File: src/rtl/calc_seq_ctrl_pkg.sv
// Shared types for the calculator sequencer: opcodes, FSM states and result-width helper.
package calc_pkg;

    typedef enum logic [1:0] {
        OP_ADD = 2'd0,
        OP_SUB = 2'd1,
        OP_MUL = 2'd2,
        OP_DIV = 2'd3
    } op_e;

    typedef enum logic [1:0] {
        ST_IDLE = 2'd0,
        ST_EXEC = 2'd1,
        ST_DONE = 2'd2
    } state_e;

    // Results are twice the operand width so a full product fits.
    function automatic int res_w(input int width);
        return 2 * width;
    endfunction

endpackage

File: src/rtl/calc_seq_ctrl_if.sv
// Command and result valid/ready channels between the decoder, sequencer and display formatter.
interface calc_seq_ctrl_if #(
    parameter int WIDTH = 8
) ();
    logic                 cmd_valid;
    logic                 cmd_ready;
    logic [1:0]           cmd_op;
    logic [WIDTH-1:0]     cmd_a;
    logic [WIDTH-1:0]     cmd_b;
    logic                 res_valid;
    logic                 res_ready;
    logic [2*WIDTH-1:0]   res_data;
    logic                 res_err;

    modport master (
        output cmd_valid, cmd_op, cmd_a, cmd_b, res_ready,
        input  cmd_ready, res_valid, res_data, res_err
    );

    modport slave (
        input  cmd_valid, cmd_op, cmd_a, cmd_b, res_ready,
        output cmd_ready, res_valid, res_data, res_err
    );
endinterface

File: src/rtl/calc_seq_ctrl_datapath.sv
// Operand/accumulator/quotient registers around one shared adder-subtractor.
module calc_seq_datapath
    import calc_pkg::*;
#(
    parameter int WIDTH = 8,
    parameter int CNT_W = 3
) (
    input  logic               clk,
    input  logic               rst_n,
    input  logic               clr_i,
    input  logic               load_i,
    input  logic               step_i,
    input  op_e                op_i,
    input  logic [CNT_W-1:0]   cnt_i,
    input  logic               opnd_sel_i,
    input  logic [WIDTH-1:0]   a_i,
    input  logic [WIDTH-1:0]   b_i,
    output logic               mul_next_bit_o,
    output logic               b_zero_o,
    output logic [2*WIDTH-1:0] result_o
);
    localparam int RW = res_w(WIDTH);

    logic [WIDTH-1:0] a_q;
    logic [WIDTH-1:0] b_q;
    logic [RW-1:0]    acc_q;
    logic [WIDTH-1:0] rem_q;
    logic [WIDTH-1:0] quo_q;

    logic [WIDTH:0]   rem_sh;
    logic [RW:0]      lhs;
    logic [RW:0]      rhs;
    logic [RW:0]      rhs_sel;
    logic [RW:0]      sum;
    logic             sub;
    logic [WIDTH-1:0] rem_new;
    logic [WIDTH-1:0] quo_new;

    always_comb begin
        rem_sh = {rem_q, a_q[WIDTH-1]};
        sub    = (op_i == OP_SUB) || (op_i == OP_DIV);
        lhs    = '0;
        rhs    = '0;
        case (op_i)
            OP_MUL: begin
                lhs = {1'b0, acc_q};
                rhs = {{(WIDTH+1){1'b0}}, b_q} << cnt_i;
            end
            OP_DIV: begin
                lhs = {{WIDTH{1'b0}}, rem_sh};
                rhs = {{(WIDTH+1){1'b0}}, b_q};
            end
            default: begin
                lhs = {{(WIDTH+1){1'b0}}, a_q};
                rhs = {{(WIDTH+1){1'b0}}, b_q};
            end
        endcase
        rhs_sel = opnd_sel_i ? rhs : '0;
        sum     = lhs + (sub ? ~rhs_sel : rhs_sel) + {{RW{1'b0}}, sub};
        // Top bit of the trial difference is the borrow: set means restore.
        rem_new = sum[RW] ? rem_sh[WIDTH-1:0] : sum[WIDTH-1:0];
        quo_new = {quo_q[WIDTH-2:0], ~sum[RW]};
    end

    assign result_o       = (op_i == OP_DIV) ? {rem_new, quo_new} : sum[RW-1:0];
    assign mul_next_bit_o = a_q[1];
    assign b_zero_o       = (b_q == '0);

    always_ff @(posedge clk or negedge rst_n) begin
        if (!rst_n) begin
            a_q   <= '0;
            b_q   <= '0;
            acc_q <= '0;
            rem_q <= '0;
            quo_q <= '0;
        end else if (clr_i) begin
            a_q   <= '0;
            b_q   <= '0;
            acc_q <= '0;
            rem_q <= '0;
            quo_q <= '0;
        end else if (load_i) begin
            a_q   <= a_i;
            b_q   <= b_i;
            acc_q <= '0;
            rem_q <= '0;
            quo_q <= '0;
        end else if (step_i) begin
            case (op_i)
                OP_MUL: begin
                    acc_q <= sum[RW-1:0];
                    a_q   <= a_q >> 1;
                end
                OP_DIV: begin
                    rem_q <= rem_new;
                    quo_q <= quo_new;
                    a_q   <= a_q << 1;
                end
                default: ;
            endcase
        end
    end

endmodule

File: src/rtl/calc_seq_ctrl.sv
// Calculator sequencer: accepts one command, iterates the shared datapath, returns one result.
module calc_seq_ctrl
    import calc_pkg::*;
#(
    parameter int WIDTH = 8
) (
    input  logic           clk,
    input  logic           rst_n,
    input  logic           clr,
    calc_seq_ctrl_if.slave bus,
    output logic           opnd_sel,
    output logic           busy
);
    localparam int RW    = res_w(WIDTH);
    localparam int CNT_W = $clog2(WIDTH);
    localparam logic [CNT_W-1:0] CNT_LAST = CNT_W'(WIDTH - 1);

    state_e           state_q;
    op_e              op_q;
    logic [CNT_W-1:0] cnt_q;
    logic             cmd_ready_q;
    logic             res_valid_q;
    logic             res_err_q;
    logic             opnd_sel_q;
    logic [RW-1:0]    res_data_q;

    logic             accept;
    logic             dp_step;
    logic             mul_next_bit;
    logic             b_zero;
    logic [RW-1:0]    dp_result;

    assign accept  = (state_q == ST_IDLE) && cmd_ready_q && bus.cmd_valid && !clr;
    assign dp_step = (state_q == ST_EXEC) && !clr;

    calc_seq_datapath #(
        .WIDTH (WIDTH),
        .CNT_W (CNT_W)
    ) u_datapath (
        .clk            (clk),
        .rst_n          (rst_n),
        .clr_i          (clr),
        .load_i         (accept),
        .step_i         (dp_step),
        .op_i           (op_q),
        .cnt_i          (cnt_q),
        .opnd_sel_i     (opnd_sel_q),
        .a_i            (bus.cmd_a),
        .b_i            (bus.cmd_b),
        .mul_next_bit_o (mul_next_bit),
        .b_zero_o       (b_zero),
        .result_o       (dp_result)
    );

    // opnd_sel is registered one cycle ahead: it reflects the multiplier bit of the step about to run.
    always_ff @(posedge clk or negedge rst_n) begin
        if (!rst_n) begin
            state_q     <= ST_IDLE;
            op_q        <= OP_ADD;
            cnt_q       <= '0;
            cmd_ready_q <= 1'b1;
            res_valid_q <= 1'b0;
            res_err_q   <= 1'b0;
            res_data_q  <= '0;
            opnd_sel_q  <= 1'b0;
        end else if (clr) begin
            state_q     <= ST_IDLE;
            op_q        <= OP_ADD;
            cnt_q       <= '0;
            cmd_ready_q <= 1'b1;
            res_valid_q <= 1'b0;
            res_err_q   <= 1'b0;
            res_data_q  <= '0;
            opnd_sel_q  <= 1'b0;
        end else begin
            case (state_q)
                ST_IDLE: begin
                    if (accept) begin
                        state_q     <= ST_EXEC;
                        op_q        <= op_e'(bus.cmd_op);
                        cnt_q       <= '0;
                        cmd_ready_q <= 1'b0;
                        case (op_e'(bus.cmd_op))
                            OP_MUL:  opnd_sel_q <= bus.cmd_a[0];
                            OP_DIV:  opnd_sel_q <= (bus.cmd_b != '0);
                            default: opnd_sel_q <= 1'b1;
                        endcase
                    end
                end
                ST_EXEC: begin
                    if ((op_q == OP_MUL || (op_q == OP_DIV && !b_zero)) && cnt_q != CNT_LAST) begin
                        cnt_q      <= cnt_q + CNT_W'(1);
                        opnd_sel_q <= (op_q == OP_MUL) ? mul_next_bit : 1'b1;
                    end else begin
                        state_q     <= ST_DONE;
                        res_valid_q <= 1'b1;
                        opnd_sel_q  <= 1'b0;
                        res_data_q  <= (op_q == OP_DIV && b_zero) ? '1 : dp_result;
                        res_err_q   <= (op_q == OP_DIV && b_zero);
                    end
                end
                ST_DONE: begin
                    if (bus.res_ready) begin
                        state_q     <= ST_IDLE;
                        res_valid_q <= 1'b0;
                        res_err_q   <= 1'b0;
                        cmd_ready_q <= 1'b1;
                    end
                end
                default: state_q <= ST_IDLE;
            endcase
        end
    end

    assign bus.cmd_ready = cmd_ready_q;
    assign bus.res_valid = res_valid_q;
    assign bus.res_data  = res_data_q;
    assign bus.res_err   = res_err_q;
    assign opnd_sel      = opnd_sel_q;
    assign busy          = (state_q != ST_IDLE);

endmodule

File: src/flat_wrapper.sv
// flat-port wrapper written by rule: the top's interface ports become plain ports
module calc_seq_ctrl_flat import calc_pkg::*;
#(
    parameter int WIDTH = 8
)
  (clk, rst_n, clr, opnd_sel, busy, bus_cmd_valid, bus_cmd_op, bus_cmd_a, bus_cmd_b, bus_res_ready, bus_cmd_ready, bus_res_valid, bus_res_data, bus_res_err);
  calc_seq_ctrl_if #(.WIDTH(WIDTH)) bus_i ();
  input  logic clk;
  input  logic rst_n;
  input  logic clr;
  output logic opnd_sel;
  output logic busy;
  input wire logic [$bits(bus_i.cmd_valid)-1:0] bus_cmd_valid;
  input wire logic [$bits(bus_i.cmd_op)-1:0] bus_cmd_op;
  input wire logic [$bits(bus_i.cmd_a)-1:0] bus_cmd_a;
  input wire logic [$bits(bus_i.cmd_b)-1:0] bus_cmd_b;
  input wire logic [$bits(bus_i.res_ready)-1:0] bus_res_ready;
  output wire logic [$bits(bus_i.cmd_ready)-1:0] bus_cmd_ready;
  output wire logic [$bits(bus_i.res_valid)-1:0] bus_res_valid;
  output wire logic [$bits(bus_i.res_data)-1:0] bus_res_data;
  output wire logic [$bits(bus_i.res_err)-1:0] bus_res_err;
  assign bus_i.cmd_valid = bus_cmd_valid;
  assign bus_i.cmd_op = bus_cmd_op;
  assign bus_i.cmd_a = bus_cmd_a;
  assign bus_i.cmd_b = bus_cmd_b;
  assign bus_i.res_ready = bus_res_ready;
  assign bus_cmd_ready = bus_i.cmd_ready;
  assign bus_res_valid = bus_i.res_valid;
  assign bus_res_data = bus_i.res_data;
  assign bus_res_err = bus_i.res_err;
  calc_seq_ctrl #(.WIDTH(WIDTH)) u_core (.clk(clk), .rst_n(rst_n), .clr(clr), .bus(bus_i), .opnd_sel(opnd_sel), .busy(busy));
endmodule
File: config.mk
export PLATFORM = sky130hd
export DESIGN_NAME = calc_seq_ctrl_flat
export DESIGN_NICKNAME = d
export VERILOG_FILES = /design/src/rtl/calc_seq_ctrl_pkg.sv /design/src/rtl/calc_seq_ctrl_if.sv /design/src/rtl/calc_seq_ctrl_datapath.sv /design/src/rtl/calc_seq_ctrl.sv /design/src/flat_wrapper.sv
export SDC_FILE = /design/constraint.sdc
export NUM_CORES = 1
export LEC_CHECK = 0
export BUFFER_PORTS_ARGS = -buffer_cell sky130_fd_sc_hd__buf_2
export CORE_ASPECT_RATIO = 1.75
export CORE_MARGIN = 2
export CORE_UTILIZATION = 30
export CTS_CLUSTER_DIAMETER = 200
export DETAILED_ROUTE_END_ITERATION = 16
export PLACE_DENSITY = 0.43
export SLEW_MARGIN = 15
export SYNTH_ARGS = -nofsm -noshare
export SYNTH_HDL_FRONTEND = slang
export SYNTH_SLANG_ARGS = --single-unit
export TNS_END_PERCENT = 1
File: constraint.sdc
create_clock -name clk -period 4.8 [get_ports clk]
set_clock_uncertainty 0.15 [all_clocks]
set_input_delay 0.24 -clock clk [delete_from_list [all_inputs] [get_ports clk]]
set_output_delay 0.24 -clock clk [all_outputs]
set_load 0.005 [all_outputs]
Word-level counts from Yosys, hierarchy flattened
Cells that the tools add are included.
{ "word_totals": {"rom_bits": 0, "output_inout_bits": 21, "mem_bits_rw": 0, "elab_cells": 124, "reg_bits": 74, "latch_bits": 0, "memories": 0} }
{ "classes": {"n_addsub": 3, "eq_ne": 13, "div": 0, "n_reduce_logical": 35, "shift": 1, "mul": 0, "order_cmp": 0, "n_bitwise": 2, "muxes": 57} }
{ "ops": {"columns": ["cell", "count"], "rows": [
  ["$mux 16", 9],
  ["$mux 8", 10],
  ["$mux 17", 3],
  ["$pmux 16 s2", 1],
  ["$mux 7", 4],
  ["$reduce_bool 3->1", 6],
  ["$add 17x1->17", 1],
  ["$add 17x17->17", 1],
  ["$not 17->17", 1],
  ["$shl 8x3->17", 1],
  ["$pmux 8 s2", 1],
  ["$mux 2", 7],
  ["$mux 1", 12],
  ["$ne 3x3->1 const B", 4],
  ["$reduce_and 2->1", 6],
  ["$reduce_and 3->1", 4],
  ["$eq 2x2->1 const B", 5],
  ["$pmux 1 s2", 5],
  ["$mux 3", 3],
  ["$logic_not 8->1", 1],
  ["$reduce_bool 2->1", 4],
  ["$reduce_bool 8->1", 1],
  ["$logic_and 1x1->1", 7],
  ["$pmux 2 s3", 1],
  ["10 further kinds", 13]
]} }

Depth between registers and ports, before layout
Gate-level depths: netlist of the first run.
{ "depth": {"word_depth": 13, "mapped_depth": 16, "mapped_depth_nobuf": 16} }

Hierarchy
Synthesis of the first run repeated with hierarchy kept, for this count alone.
{ "hier_totals": {"hier_cells": 604, "hier_area_um2": 5182.5} }
{ "modules_own_cells": {"columns": ["module", "instances", "seq_area_each_um2", "area_per_inst_um2", "cells_each"], "rows": [
  ["calc_seq_datapath", 1, 1176.1, 3744.8, 466],
  ["calc_seq_ctrl", 1, 676.9, 1437.6, 138]
]} }

Worst setup path before layout of the first run
Ideal clock, no wire load.
{ "synth_timing": {"path_kind": "reg2reg", "from": "register u_core.op_q[0]", "to": "register u_core.res_data_q[8], in the netlist u_core.bus.res_data[8]", "arrival_ns": 3.665, "stages_incl_launch_ff": 14, "required_ns": 4.532, "n_path_buf": 3, "path_slack_ns": 0.867, "cell_sequence": "dfrtp_1 > buf_4 > buf_1 > buf_1 > a31oi_1 > ha_1 > nor2b_4 > o31a_4 > o41ai_4 > a2111oi_2 > a211oi_4 > mux2i_1 > a221oi_2 > a21o_1"} }
{ "synth_via": {"elab_chain_len": 13, "elab_cells_between_ends": 23} }
{ "synth_lines": {"columns": ["element", "line_no", "source"], "rows": [
  ["start, declared", "calc_seq_ctrl.sv:19", "op_e op_q;"],
  ["start signal, assigned", "calc_seq_ctrl.sv:80", "op_q <= op_e'(bus.cmd_op);"],
  ["$eq 2x2->1", "calc_seq_ctrl_datapath.sv:44, calc_seq_ctrl.sv:91", null],
  ["$mux 17", "calc_seq_ctrl_datapath.sv:44", "case (op_i)"],
  ["$mux 17", "calc_seq_ctrl_datapath.sv:58", "rhs_sel = opnd_sel_i ? rhs : '0;"],
  ["$not 17->17", "calc_seq_ctrl_datapath.sv:59", "sum = lhs + (sub ? ~rhs_sel : rhs_sel) + {{RW{1'b0}}, sub};"],
  ["$mux 17", "calc_seq_ctrl_datapath.sv:59", null],
  ["$add 17x17->17", "calc_seq_ctrl_datapath.sv:59", null],
  ["$add 17x1->17", "calc_seq_ctrl_datapath.sv:59", null],
  ["$mux 8", "calc_seq_ctrl_datapath.sv:61", "rem_new = sum[RW] ? rem_sh[WIDTH-1:0] : sum[WIDTH-1:0];"],
  ["$mux 16", "calc_seq_ctrl_datapath.sv:65", "assign result_o = (op_i == OP_DIV) ? {rem_new, quo_new} : sum[RW-1:0];"],
  ["$mux 16", "calc_seq_ctrl.sv:98", "res_data_q <= (op_q == OP_DIV && b_zero) ? '1 : dp_result;"],
  ["$mux 16", "calc_seq_ctrl.sv:91", "if ((op_q == OP_MUL || (op_q == OP_DIV && !b_zero)) && cnt_q != CNT_LAST) begin"],
  ["$mux 16", "calc_seq_ctrl.sv:76", "case (state_q)"],
  ["$mux 16", "calc_seq_ctrl.sv:66", "end else if (clr) begin"],
  ["end signal, assigned", "calc_seq_ctrl.sv:98", null],
  ["end, declared", "calc_seq_ctrl.sv:25", "logic [RW-1:0] res_data_q;"]
]} }
Several ways; a longest one is shown, not always the timed one. The select of a mux whose other input is x is not followed.
A chain may end at the register's enable or synchronous reset.

Worst setup path after layout of the first run
{ "layout_timing": {"from": "register u_core.cnt_q[0]", "to": "register u_core.res_data_q[8], in the netlist u_core.bus.res_data[8]"} }
{ "layout_via": {"elab_chain_len": 13, "elab_cells_between_ends": 17} }
{ "layout_lines": {"columns": ["element", "line_no", "source"], "rows": [
  ["start, declared", "calc_seq_ctrl.sv:20", "logic [CNT_W-1:0] cnt_q;"],
  ["start signal, assigned", "calc_seq_ctrl.sv:92", "cnt_q <= cnt_q + CNT_W'(1);"],
  ["$shl 8x3->17", "calc_seq_ctrl_datapath.sv:47", "rhs = {{(WIDTH+1){1'b0}}, b_q} << cnt_i;"],
  ["$mux 17", "calc_seq_ctrl_datapath.sv:44", null],
  ["$mux 17", "calc_seq_ctrl_datapath.sv:58", null],
  ["$not 17->17", "calc_seq_ctrl_datapath.sv:59", null],
  ["$mux 17", "calc_seq_ctrl_datapath.sv:59", null],
  ["$add 17x17->17", "calc_seq_ctrl_datapath.sv:59", null],
  ["$add 17x1->17", "calc_seq_ctrl_datapath.sv:59", null],
  ["$mux 8", "calc_seq_ctrl_datapath.sv:61", null],
  ["$mux 16", "calc_seq_ctrl_datapath.sv:65", null],
  ["$mux 16", "calc_seq_ctrl.sv:98", null],
  ["$mux 16", "calc_seq_ctrl.sv:91", null],
  ["$mux 16", "calc_seq_ctrl.sv:76", null],
  ["$mux 16", "calc_seq_ctrl.sv:66", null]
]} }
Several ways; a longest one is shown, not always the timed one. The select of a mux whose other input is x is not followed.

==> results of run 1 <==
[state kept, by name, indices dropped and copies added (netlist names), 2 cells and up]
| register | count |
|---|---|
| u_core.state_q | 2 |
| u_core.u_datapath.a_q | 8 |
| u_core.cnt_q | 3 |
| u_core.u_datapath.b_q | 8 |
| u_core.bus.res_data | 16 |
| u_core.u_datapath.rem_q | 8 |
| u_core.u_datapath.quo_q | 7 |
| u_core.op_q | 2 |
| u_core.u_datapath.acc_q | 16 |
[area by class of cell]
cell class	instances	share of cell area
clock buffers	10	0.04099
clock inverters	6	0.01245
well taps	192	0.04120
repair buffers	69	0.07854
multi-input cells	445	0.5032
inverters	9	0.005794
flip-flops and latches	74	0.3178
[worst max-delay path, stage by stage, from the launching register on]
cell       delay (ns)
dfrtp_1          0.67
mux2_2           0.27
nor2_1           0.04
a21oi_1          0.28
mux2i_1          0.14
a21oi_1          0.17
nor2_1           0.05
a31oi_1          0.18
ha_1             0.30
a21o_1           0.25
o32a_1           0.36
o41ai_4          0.10
a2111oi_2        0.16
a211oi_4         0.55
mux2i_1          0.35
a221oi_2         0.10
a21o_1           0.17
[layer usage]
layer	GRT usage	vias up	part of all wire
met5	0	-	0
met4	0.07658	0	0.038
met3	0.02694	34	0.027
met2	0.3289	108	0.53
met1	0.2218	2165	0.41
li1	-	2148	-
[placed cells by master (no fill, tap or decap), types with 3 or more instances in the layout]
cell and instances:
mux2_2 8, xnor2_1 7, inv_1 7, nand2_1 91
a32o_1 4, dlygate4sd3_1 13, xor2_1 5, nand2b_1 7
o221ai_1 8, buf_4 13, inv_6 3, clkbuf_16 9
nand3_1 10, a21oi_1 51, o21ai_0 36, and2_1 11
a21o_1 7, a31oi_1 8, ha_1 17, nor2b_1 7
o31ai_1 5, o21a_1 7, dfrtp_1 73, o211ai_1 11
a22o_1 22, or3b_2 3, mux2i_1 32, nor2_1 36
buf_2 42, nor3_1 5
[power groups by stage]
stage / logic (mW) / clock network (mW) / registers, mW
4_1_cts: 0.449 / 0.740 / 0.703
3_3_place_gp: 0.437 / 0 / 0.714
3_5_place_dp: 0.439 / 0 / 0.715
5_1_grt: 0.488 / 0.766 / 0.710
6_report: 0.446 / 0.722 / 0.704
2_1_floorplan: 0.289 / 0 / 0.698
[through the flow]
stage / hold slack, ns / setup WS, ns / util
5_1_grt: 0.01605 / 0.1391 / 0.3579
3_5_place_dp: 0.3045 / 0.4549 / 0.3308
2_1_floorplan: -0.2056 / 0.8672 / -
6_report: 0.006444 / 0.3982 / 0.3579
3_3_place_gp: 0.2967 / 0.5349 / 0.3308
4_1_cts: 0.003974 / 0.4436 / 0.3579
[logic make-up after synthesis]
logic type / synth area share
simple gates: 0.1772
compound gates: 0.2633
flops: 0.3743
buf+inv: 0.03412
mux: 0.08289
fa+ha+maj: 0.04700
xor+xnor: 0.02123
[worst paths after layout]
path	from	endpoint	slack (ns)	cells past startpoint
setup / recovery	u_core.cnt_q[0]	u_core.bus.res_data[8]	0.40	16
min in group asynchronous	rst_n	u_core.u_datapath.acc_q[10]	0.44	2
hold reg to reg	u_core.bus.res_data[9]	u_core.bus.res_data[9]	0.31	2
setup reg to reg	u_core.cnt_q[0]	u_core.bus.res_data[8]	0.40	16
hold / removal	bus_cmd_a[1]	u_core.u_datapath.a_q[1]	0.006	3
max in group asynchronous	rst_n	u_core.cnt_q[1]	3.40	2
[synth_stat cells (3+ instances only)]
cell / number
a31oi_1: 8
nand3_1: 10
nor3_1: 5
a32o_1: 4
mux2i_1: 32
xor2_1: 5
and2_1: 11
o21ai_0: 36
nor2_1: 36
buf_2: 3
buf_1: 3
o211ai_1: 11
o31ai_1: 5
inv_1: 7
or3b_2: 3
nand2b_1: 7
nand2_1: 91
a21oi_1: 51
ha_1: 17
clkbuf_1: 24
a22o_1: 22
o21a_1: 7
a21o_1: 7
o221ai_1: 8
xnor2_1: 7
mux2_2: 8
nor2b_1: 7
dfrtp_1: 73
==> reports/metrics.cfg, run 1 <==
[power_and_ir_drop]
powerDensity_mw_per_mm2=321.1
p_switching_mw=0.6222
finalPower_mw=1.872
power_frac_comb=0.238
power.share.sequential=0.376
leakage_nw=2.644
internal_power_mw=1.250
netSwitchingFraction=0.3324
clock_power_share=0.386
vdd_drop_max_mv=0.1945

[routing]
routed_via_density=5.534
routed_wl_mm=15.91
avgRoutedWirePerCell_um=19.77
post-route-drc-count=0
drt-initial-drc-count=189
dr_total_vias=4455
ant_nets=0
drtPass1Iterations=4

[layout]
insertedDiodeCount=0
final_layout_size_suffix_gt1_frac=0.1615
final_area_mm2=0.005831
final_nets=649
final_cells=805
final-seq-area_mm2=0.001853
syn_to_final_growth_pct=17.77
multiInputGateArea_mm2=0.002934
fillers=1741

[place]
io_buffers=43
gp_congestion=0.8757
hpwl_mm=11.80
placed_cell_area_mm2=0.005389
dp_cells=776

[sta]
fmax_ghz=0.2272
hold_viol_final=0
relSlewSlack=0.2505
fin_crit_ns=4.402
post-route-period-util=0.9170
worst_slew_pin_slew_ns=1.116
fin_tns_setup_ns=0
finalMaxSlewViolations=0
rsz0062_at_grt=false
finalSetupViolations=0

[yosys]
seq_area_frac_synth=0.3743
ys_async_sr_fraction=1.000
synth_ff_type=dfrtp_1
syn_nets=601
ys_seq_elements=74
ys_top_cells_by_area=dfrtp_1 (37%), nand2_1 (6.9%), mux2i_1 (6.5%)
syn_area_mm2=0.004951
yosysTopAreaCellShare=0.3690
synthCells=560
synth.distinct_cells=66
yosys_warnings=0
synth_edf_count=0
yosysTopAreaCell=dfrtp_1
avgSynthCellArea_um2=8.841

[worst_setup_path]
required_ns=4.89
crit_type=flop to flop
start_kind=flop
cp-end-kind=flop
critPathMaxFanout=15
cp.arrival_ns=4.49

[grt]
grt_pass1_wl_mm=25.47
grt_usage=0.1865
antenna_found_initial=0
grt.overflow.total=0
grt_max_degree=75
grt_pass1_vias=4487

[floorplan]
core_mm2=0.01629
start_util=0.3039
dieArea_mm2=0.01759
die_w_um=101.1
die_y_um=173.9
ios=44
num_rows=62

[clock_network]
cts_resized=0
htree_num_levels=3
numCtsBuffers=9
clock-sinks=74
holdBufCountCts=13
clk_path_buf_depth=2
clock_latency_ns=0.34
root_buffer=clkbuf_16
post_cts_buffers=0
cts_tree=built
clkSlewWorstSetupHoldPaths_ns=0.07

[flow_run]
cap_violations=0

[status]
run_status=completed

[hold_path]
hold_path.class=input pin to flop

No activity file was read; power rests on OpenSTA's default activity.
==> inputs of run 2 (changes only) <==
Settings changed: ABC_AREA set to 1, SETUP_SLACK_MARGIN set to 0.5.
==> reports/metrics.cfg, run 2 <==
[sta]
finalSetupViolations=0
worst_slew_pin_slew_ns=1.127
hold_viol_final=0
fin_crit_ns=3.937
fmax_ghz=0.2540
fin_tns_setup_ns=0
relSlewSlack=0.2489
finalMaxSlewViolations=0
rsz0062_at_grt=false
post-route-period-util=0.8202

[place]
hpwl_mm=12.52
placed_cell_area_mm2=0.005345
io_buffers=43
gp_congestion=0.9042

[routing]
drtPass1Iterations=4
ant_nets=0
dr_total_vias=4602
drt-initial-drc-count=212
post-route-drc-count=0
routed_via_density=5.019
avgRoutedWirePerCell_um=17.95
routed_wl_mm=16.46

[layout]
final_layout_size_suffix_gt1_frac=0.1746
final_nets=729
syn_to_final_growth_pct=14.18
layout_commonest_cell=nand2_1
layout_common_cells=nand2_1 (142), inv_1 (89), dfrtp_1 (72)
fillers=1756
insertedDiodeCount=0
final_area_mm2=0.005683

[yosys]
synth-simple-area-share=0.2406
synth.area.mux_share=0.006033
synth_edf_count=0
synth.most_common_cell=nand2_1
ys_seq_elements=74
yosysTopAreaCell=dfrtp_1
seq_area_frac_synth=0.3723
ys_async_sr_fraction=1.000
synth.distinct_cells=51
avgSynthCellArea_um2=7.622
ys_top_cells_by_area=dfrtp_1 (37%), nand2_1 (11%), inv_1 (6.7%)
synth_ff_type=dfrtp_1
yosysTopAreaCellShare=0.3670
synthCells=653
yosys-top-cells-count=nand2_1 (142), inv_1 (89), dfrtp_1 (73)
yosys.area_share.xor_xnor=0.03142
syn_nets=694
syn_area_mm2=0.004977
synth_top_family_by_area=simple AND/OR/NAND/NOR gates
synth_fa_ha_area_frac=0.04676
synth_compound_area_frac=0.1986
yosys_warnings=0

[worst_setup_path]
required_ns=4.88
crit_type=flop to flop
cp.arrival_ns=4.02
critPathMaxFanout=15
cp-end-kind=flop
reg2reg_setup_slack_ns=0.86
start_kind=flop

[clock_network]
clk_path_buf_depth=2
htree_num_levels=3
clock-sinks=74
clock_latency_ns=0.34
clkSlewWorstSetupHoldPaths_ns=0.06
cts_tree=built
root_buffer=clkbuf_16
post_cts_buffers=0
numCtsBuffers=9

[floorplan]
die_w_um=101.4
dieArea_mm2=0.01768
core_mm2=0.01637
die_y_um=174.4
num_rows=62
ios=44
start_util=0.3041

[hold_path]
hold_path.class=input pin to flop

[grt]
grt_usage=0.1978
grt.overflow.total=0
grt_pass1_wl_mm=26.34
grt_max_degree=75
grt_pass1_vias=4757
antenna_found_initial=0

[status]
run_status=completed

[power_and_ir_drop]
leakage_nw=2.740
powerDensity_mw_per_mm2=385.1
finalPower_mw=2.189
vdd_drop_max_mv=0.1635

[flow_run]
cap_violations=0

## run 2: cell types whose count changed after synthesis, moves of 20 or more
cell and change:
o22ai_1 +38, mux2i_1 -29, inv_1 +82, nand3_1 +22, a21oi_1 -24, nand2_2 +20, a22o_1 -22, nand2_1 +51
## run 2: cells by family after synthesis
| kind of cell | count (synthesis) |
|---|---|
| compound gates | 164 |
| fa+ha+maj | 18 |
| flops | 74 |
| mux | 3 |
| buf+inv | 122 |
| simple gates | 255 |
| xor+xnor | 17 |
## run 2: layout make-up
type	count	area, um2	share of cell area
timing repair buffer	46	247.7	0.04359
tap	224	280.3	0.04932
multi-input combinational	457	2609	0.4590
clock inverter	7	81.33	0.01431
clock buffer	9	225.2	0.03963
sequential	74	1854	0.3263
inverter	100	385.4	0.06781
## run 2: report_power, final
part           switching, mW  internal [mW]  leakage [nW]
clock                  0.313          0.413         0.148
sequential            0.0589          0.690          1.00
combinational          0.483          0.231          1.59
total                  0.855           1.33          2.74
## run 2: per-stage QoR
stage | setup slack, ns | util | cells | hold WS [ns]
3_5_place_dp | 0.7277 | 0.3266 | 898 | 0.3110
3_3_place_gp | 0.7577 | 0.3263 | 898 | 0.3106
2_1_floorplan | 1.657 | - | 653 | -0.2056
4_1_cts | 0.7067 | 0.3471 | 917 | 0.0008573
6_report | 0.8630 | 0.3472 | 917 | 0.008814
5_1_grt | 0.5880 | 0.3472 | 917 | 0.01452
## run 2: what timing repair did
item,CTS,global route
endpoints found under the hold margin,75,0
hold buffers,3,0
resized for setup,0,1
endpoints found under the setup margin,0,2
## run 2: routing by layer
| metal | up-vias | track usage | share of wire |
|---|---|---|---|
| met5 | - | 0 | 0 |
| met4 | 0 | 0.1047 | 0.052 |
| met3 | 39 | 0.03538 | 0.037 |
| met2 | 104 | 0.3488 | 0.53 |
| met1 | 2207 | 0.2203 | 0.38 |
| li1 | 2252 | - | - |
## run 2: worst paths after layout
| check | endpoint | cells past startpoint | from |
|---|---|---|---|
| hold reg to reg | u_core.bus.res_data[12] | 2 | u_core.bus.res_data[12] |
| hold / removal | u_core.u_datapath.a_q[5] | 3 | bus_cmd_a[5] |
| max in group asynchronous | u_core.op_q[0] | 2 | rst_n |
| min in group asynchronous | u_core.u_datapath.acc_q[11] | 2 | rst_n |
| setup reg to reg | u_core.bus.res_data[14] | 20 | u_core.op_q[1] |
| setup / recovery | u_core.bus.res_data[14] | 20 | u_core.op_q[1] |
## run 2: worst max-delay path, cell delays in order (launching register included)
cell and delay [ns]:
dfrtp_1 0.71, nand2_4 0.25, nor2_4 0.15, inv_1 0.11
o22ai_1 0.15, nand2_1 0.09, xor2_1 0.20, fa_1 0.46
nand3b_1 0.19, nand2_2 0.12, inv_2 0.04, o21ai_2 0.20
nand3_2 0.14, nand2_2 0.13, nand2_2 0.07, nand2_4 0.18
nand2_1 0.09, o21ai_2 0.08, nand2_1 0.14, nand3_1 0.12
nand2_1 0.05
